## src/rtl/redmule_pkg.sv

```systemverilog
`default_nettype none
// ============================================================================
//  Module      : redmule_pkg
//  Description : Shared types and constants for the RedMulE Z drain buffer.
//  Revision    : 1.0 - initial release
// ============================================================================
package redmule_pkg;

    // Number of result rows produced by the array per tile.
    localparam int unsigned ARRAY_WIDTH = 4;

    // Floating-point formats understood by the datapath.
    typedef enum logic [2:0] {
        FP32    = 3'd0,
        FP64    = 3'd1,
        FP16    = 3'd2,
        FP8     = 3'd3,
        FP16ALT = 3'd4
    } fp_format_e;

    // Bit width of one element of the given format.
    function automatic int unsigned fp_width(input fp_format_e fmt);
        case (fmt)
            FP32:    return 32;
            FP64:    return 64;
            FP8:     return 8;
            default: return 16;
        endcase
    endfunction

    // Occupancy state of one ping-pong bank.
    typedef enum logic [1:0] {
        BANK_EMPTY   = 2'd0,
        BANK_FILLING = 2'd1,
        BANK_FULL    = 2'd2
    } bank_state_e;

    // Tile geometry: valid columns (1..D) and valid rows (1..W).
    typedef struct packed {
        logic [7:0] width;
        logic [7:0] height;
    } z_drain_ctrl_t;

    typedef struct packed {
        logic full;
        logic empty;
        logic bank_done;
    } z_drain_flgs_t;

endpackage
`default_nettype wire

```

## src/rtl/redmule_z_drain_scm.sv

```systemverilog
`default_nettype none
// ============================================================================
//  Module      : redmule_z_drain_scm
//  Description : Two-bank element storage; column write, row read per bank.
//                Storage is intentionally not reset.
//  Revision    : 1.0 - initial release
// ============================================================================
module redmule_z_drain_scm #(
    parameter int unsigned BITW  = 16,
    parameter int unsigned ROWS  = 4,
    parameter int unsigned COLS  = 18,
    parameter int unsigned COLW  = 5,
    parameter int unsigned ROWW  = 2
) (
    input  logic                                clk_i,
    input  logic [1:0]                          we_i,
    input  logic [COLW-1:0]                     wcol_i,
    input  logic [ROWS-1:0][BITW-1:0]           wdata_i,
    input  logic [ROWW-1:0]                     rrow_i,
    output logic [1:0][COLS-1:0][BITW-1:0]      rdata_o
);

    logic [BITW-1:0] r_mem [2][ROWS][COLS];

    // Column write: every row of the selected column of each enabled bank.
    always_ff @(posedge clk_i) begin
        for (int b = 0; b < 2; b++) begin
            if (we_i[b]) begin
                for (int r = 0; r < int'(ROWS); r++) begin
                    r_mem[b][r][wcol_i] <= wdata_i[r];
                end
            end
        end
    end

    // Row read: the addressed row of both banks, selected by the caller.
    always_comb begin
        rdata_o = '0;
        for (int b = 0; b < 2; b++) begin
            for (int c = 0; c < int'(COLS); c++) begin
                rdata_o[b][c] = r_mem[b][rrow_i][c];
            end
        end
    end

endmodule
`default_nettype wire

```

## src/rtl/redmule_z_drain.sv

```systemverilog
`default_nettype none
// ============================================================================
//  Module      : redmule_z_drain
//  Description : Ping-pong transpose buffer: accepts result columns from the
//                array and streams out tile rows with byte enables.
//  Revision    : 1.0 - initial release
// ============================================================================
module redmule_z_drain
    import redmule_pkg::*;
#(
    parameter int unsigned DW       = 288,
    parameter fp_format_e  FpFormat = FP16,
    parameter int unsigned Width    = ARRAY_WIDTH
) (
    input  logic                                      clk_i,
    input  logic                                      rst_i,
    input  logic                                      clear_i,
    input  z_drain_ctrl_t                             ctrl_i,
    output z_drain_flgs_t                             flags_o,
    input  logic [Width-1:0][fp_width(FpFormat)-1:0]  z_i,
    input  logic                                      z_valid_i,
    output logic                                      z_ready_o,
    output logic [DW-1:0]                             z_o,
    output logic [DW/8-1:0]                           z_strb_o,
    output logic                                      z_valid_o,
    input  logic                                      z_ready_i
);

    localparam int unsigned c_BITW  = fp_width(FpFormat);
    localparam int unsigned c_D     = DW / c_BITW;
    localparam int unsigned c_COLW  = (c_D > 1) ? $clog2(c_D) : 1;
    localparam int unsigned c_ROWW  = (Width > 1) ? $clog2(Width) : 1;
    localparam int unsigned c_NBYTE = DW / 8;

    bank_state_e              r_state   [2];
    bank_state_e              w_state_nxt [2];
    logic                     r_wb;
    logic                     r_rb;
    logic [c_COLW-1:0]        r_col;
    logic [c_ROWW-1:0]        r_row;
    logic                     r_bank_done;

    logic                     w_wr_hs;
    logic                     w_rd_hs;
    logic                     w_col_last;
    logic                     w_row_last;
    logic [1:0]               w_we;
    logic [1:0][c_D-1:0][c_BITW-1:0] w_rdata;

    // The write bank accepts columns until it is FULL; the read bank is
    // presented only when FULL, so the two never touch the same bank.
    assign z_ready_o  = (r_state[r_wb] != BANK_FULL);
    assign z_valid_o  = (r_state[r_rb] == BANK_FULL);
    assign w_wr_hs    = z_valid_i & z_ready_o;
    assign w_rd_hs    = z_valid_o & z_ready_i;
    assign w_col_last = (8'(r_col) == (ctrl_i.width  - 8'd1));
    assign w_row_last = (8'(r_row) == (ctrl_i.height - 8'd1));
    assign w_we       = {w_wr_hs & r_wb, w_wr_hs & ~r_wb};

    // Bank state next-value: fill side and drain side update different banks.
    always_comb begin
        w_state_nxt[0] = r_state[0];
        w_state_nxt[1] = r_state[1];
        if (w_wr_hs) begin
            w_state_nxt[r_wb] = w_col_last ? BANK_FULL : BANK_FILLING;
        end
        if (w_rd_hs && w_row_last) begin
            w_state_nxt[r_rb] = BANK_EMPTY;
        end
    end

    // State, pointers and counters; clear behaves exactly like reset.
    always_ff @(posedge clk_i) begin
        if (rst_i || clear_i) begin
            r_state[0]  <= BANK_EMPTY;
            r_state[1]  <= BANK_EMPTY;
            r_wb        <= 1'b0;
            r_rb        <= 1'b0;
            r_col       <= '0;
            r_row       <= '0;
            r_bank_done <= 1'b0;
        end else begin
            r_state[0]  <= w_state_nxt[0];
            r_state[1]  <= w_state_nxt[1];
            r_bank_done <= w_rd_hs & w_row_last;
            if (w_wr_hs) begin
                if (w_col_last) begin
                    r_col <= '0;
                    r_wb  <= ~r_wb;
                end else begin
                    r_col <= r_col + c_COLW'(1);
                end
            end
            if (w_rd_hs) begin
                if (w_row_last) begin
                    r_row <= '0;
                    r_rb  <= ~r_rb;
                end else begin
                    r_row <= r_row + c_ROWW'(1);
                end
            end
        end
    end

    redmule_z_drain_scm #(
        .BITW (c_BITW),
        .ROWS (Width),
        .COLS (c_D),
        .COLW (c_COLW),
        .ROWW (c_ROWW)
    ) u_scm (
        .clk_i   (clk_i),
        .we_i    (w_we),
        .wcol_i  (r_col),
        .wdata_i (z_i),
        .rrow_i  (r_row),
        .rdata_o (w_rdata)
    );

    // Output row: columns beyond the tile width, and idle cycles, read as zero
    // so stale storage never leaks onto the stream.
    always_comb begin
        z_o = '0;
        for (int c = 0; c < int'(c_D); c++) begin
            if (z_valid_o && (c < int'(ctrl_i.width))) begin
                z_o[c*c_BITW +: c_BITW] = w_rdata[r_rb][c];
            end
        end
    end

    // Byte enables cover exactly the valid columns.
    always_comb begin
        z_strb_o = '0;
        for (int b = 0; b < int'(c_NBYTE); b++) begin
            z_strb_o[b] = (b < int'(ctrl_i.width) * int'(c_BITW / 8));
        end
    end

    assign flags_o.full      = (r_state[0] == BANK_FULL)  && (r_state[1] == BANK_FULL);
    assign flags_o.empty     = (r_state[0] == BANK_EMPTY) && (r_state[1] == BANK_EMPTY);
    assign flags_o.bank_done = r_bank_done;

endmodule
`default_nettype wire

```

## config.mk

```make
export PLATFORM = sky130hd
export DESIGN_NAME = redmule_z_drain
export DESIGN_NICKNAME = d
export VERILOG_FILES = /design/src/rtl/redmule_pkg.sv /design/src/rtl/redmule_z_drain_scm.sv /design/src/rtl/redmule_z_drain.sv
export SDC_FILE = /design/constraint.sdc
export NUM_CORES = 2
export LEC_CHECK = 0
export CORE_ASPECT_RATIO = 0.8
export CORE_MARGIN = 2
export CORE_UTILIZATION = 50
export DETAILED_ROUTE_END_ITERATION = 8
export PLACE_DENSITY = 0.71
export SETUP_SLACK_MARGIN = 0.02
export SLEW_MARGIN = 30
export SYNTH_ARGS = -nofsm -noshare
export SYNTH_HDL_FRONTEND = slang
export SYNTH_SLANG_ARGS = --single-unit
```

## constraint.sdc

```tcl
create_clock -name clk_i -period 8.27 [get_ports clk_i]
set_clock_uncertainty 0.2 [all_clocks]
set_input_delay 1.654 -clock clk_i [delete_from_list [all_inputs] [get_ports clk_i]]
set_output_delay 1.654 -clock clk_i [all_outputs]
set_load 0.02 [all_outputs]
```

==> results by group <==
Status
  • Status: finished, final reports clean

STA
  • Setup TNS: 0 ps
  • Worst slew pin tran: 1020 ps
  • Max Fclk: 139 MHz
  • Relative slew slack: 32.2%
  • Fin crit period: 7170 ps
  • Max Slew Vio Count: 0
  • Final setup fails: 0
  • Hold Vio Cnt, Final: 0
  • RSZ-0062 raised after global routing: no
  • Fin crit share: 86.7%

Layout
  • Final Cell Area: 0.103 sq mm
  • Fill cell count: 12,595
  • Layout cell share with drive strength beyond 1: 23.1%
  • P&R area growth vs syn: 16.0%
  • Final nets: 4,841

Worst setup path
  • Crit path arrival time: 5320 ps
  • CP Capture Type: primary output
  • Worst endpoint required time: 6420 ps
  • Startpoint Class: input port
  • CP Class: input port to primary output
  • Crit-path max FO: 16

Global route
  • Largest net degree at the start of global routing: 152
  • Vias in the first global route: 44,390
  • First-pass GRT wire length: 345 mm
  • Global Route Usage Sum: 27.6%
  • Initial antenna violation count: 30
  • Global route total overflow: 0

Clock network
  • Clock tree sinks: 2,320
  • Clk slew on worst S/H paths: 60 ps
  • Worst skew pair latency: 840 ps
  • CTS Buf Count: 210
  • Post-CTS resize count: 0
  • CTS Root Cell: clkbuf_16
  • CTS tree: yes
  • # hold bufs at CTS: 0
  • Longest Clk Path Bufs: 3
  • Post-CTS Setup Repair Bufs: 0
  • H-tree depth reported by CTS: 4

Route
  • DR vias/cell: 6.34
  • Initial DRC count: 7,894
  • Antenna-violating nets left: 0
  • First-pass detailed-route iteration total: 6
  • Vias: 46,214
  • WL per Instance: 34.3 um
  • DR DRC count: 0
  • Total Wirelength: 250 mm

Die
  • DIE AREA: 0.180 sq mm
  • Ports: 414
  • Initial Util: 50.5%
  • Core area: 0.175 sq mm
  • Die W: 474 um
  • # rows: 137
  • Die H: 380 um

Logic synthesis
  • Yosys top cell by area: edfxtp_1
  • YS warnings: 0
  • Cell count after synthesis: 4,213
  • Count leader, synth: edfxtp_1
  • Most common flop cell mapped by yosys: edfxtp_1
  • Post-synth top cells: edfxtp_1, nand2_1, mux4_2
  • Avg Inst Size Synth: 21.0 sq um
  • Post-synthesis sequential area ratio: 78.6%
  • Syn_nets: 4,307
  • Synth unique cells: 49
  • Yosys top cell area share: 78.3%
  • FFs w/ async S/R, synth: 0%
  • Yosys reg bits: 2,320
  • Top post-synthesis cells by area: edfxtp_1, mux4_2, nand2_1
  • Post-synth EDFFs: 2,304
  • Mapped Area: 0.0884 sq mm

Worst hold path
  • Worst Hold Class: flip-flop to flip-flop

Placed design
  • Post-DP HPWL: 137 mm
  • Placer Congestion: 0.803
  • Placed inst area: 0.0957 sq mm
  • Port Buffers: 413

Pwr
  • Max VDD drop: 0.000203 V
  • PD cells: 223 mW/mm^2
  • P_leak: 0.0314 uW

Flow run
  • Max cap viols: 0
==> power breakdown <==
group          switching [uW]  internal, uW  total (uW)
Sequential               8.36         13000       13000
Combinational             426          63.8         490
Clock                    4240          5150        9390
Total                    4680         18200       22800
==> cells in the final DEF (no fill, tap or decap), types with 3 or more instances in the layout <==
cell,instances
a21o_1,3
dfxtp_1,13
dfxtp_4,3
nand3_1,11
bufinv_16,12
o22ai_1,3
clkinv_2,42
xnor2_1,6
o21ai_0,7
nor2b_1,4
buf_4,120
nor3_1,6
buf_16,11
nor3b_1,5
mux4_2,576
nand2_1,614
nand2_2,4
xor2_1,5
nor4_1,4
clkinvlp_4,6
clkinv_1,50
nor2_1,10
edfxtp_1,2304
clkdlybuf4s50_1,349
or3_1,5
buf_12,18
inv_6,7
o31ai_1,3
clkbuf_1,53
or4_1,3
ha_1,9
diode_2,5
inv_1,9
a21oi_1,298
clkbuf_16,215
buf_2,64
nor2_4,36
==> per-stage QoR <==
stage | total power (uW) | setup WS (ps) | std cells | hold WS [ps] | util [%]
5_1_grt | 23400 | 988 | 7289 | 347 | 58.6
2_1_floorplan | 13300 | 2380 | 4213 | 263 | -
4_1_cts | 22900 | 1130 | 7277 | 312 | 58.4
3_5_place_dp | 13700 | 1110 | 6887 | 299 | 54.7
3_3_place_gp | 13700 | 1090 | 6881 | 285 | 54.6
6_report | 22800 | 1100 | 7293 | 317 | 58.6
==> final cells by class <==
type	count	area (sq um)	share of cell area [%]
timing repair buffer	564	5410	5.27
inverter	11	53.8	0.0525
tap	2363	2960	2.88
multi-input combinational	1640	18000	17.6
antenna	5	12.5	0.0122
clock inverter	122	976	0.952
sequential	2320	69500	67.8
clock buffer	268	5580	5.44
==> critical path, cell delays in order <==
cell and delay, ps:
clkdlybuf4s50_1 690, inv_1 170, ha_1 260, inv_1 270, o21ai_0 130, nand2_1 500
nand2_1 560, a21oi_1 410, clkdlybuf4s50_1 670
==> path summary, 6_finish.rpt <==
path                               startpoint                   to  slack (ps)  depth (start not counted)
worst max register to register  r_state[0][0]  u_scm.r_mem[0][352]        4430                          6
worst min-delay path            r_state[1][1]        r_state[1][1]         320                          2
worst max-delay path                ctrl_i[9]             z_o[142]        1100                          9
worst min register to register  r_state[1][1]        r_state[1][1]         320                          2
==> kinds of logic (layout without fill, tap and decap cells) <==
| group | count (synthesis) | count (layout) | synth area share [%] |
|---|---|---|---|
| xor gates and xnor gates | 12 | 12 | 0.127 |
| buffers and inverters | 253 | 965 | 1.27 |
| AOI/OAI and AO/OA | 325 | 325 | 1.92 |
| other | 0 | 5 | 0 |
| muxes | 576 | 576 | 14.7 |
| and+or+nand+nor | 718 | 718 | 3.24 |
| DFF | 2320 | 2320 | 78.6 |
| adders and majority gates | 9 | 9 | 0.127 |
==> state kept, by name, summed over array words and instances (netlist names), named ones only <==
| register | flops |
|---|---|
| u_scm.r_mem | 2304 |
| r_rb | 1 |
| r_row | 2 |
| r_col | 5 |
| r_state | 4 |
| r_wb | 1 |
| r_bank_done | 1 |
==> routing by layer <==
layer | global-route usage (%) | share of wire (%)
met3 | 5.71 | 12
met2 | 41.9 | 47
met5 | 0 | 0.015
met4 | 9.10 | 3.5
met1 | 40.3 | 38
(Power assumes the default switching activity.)
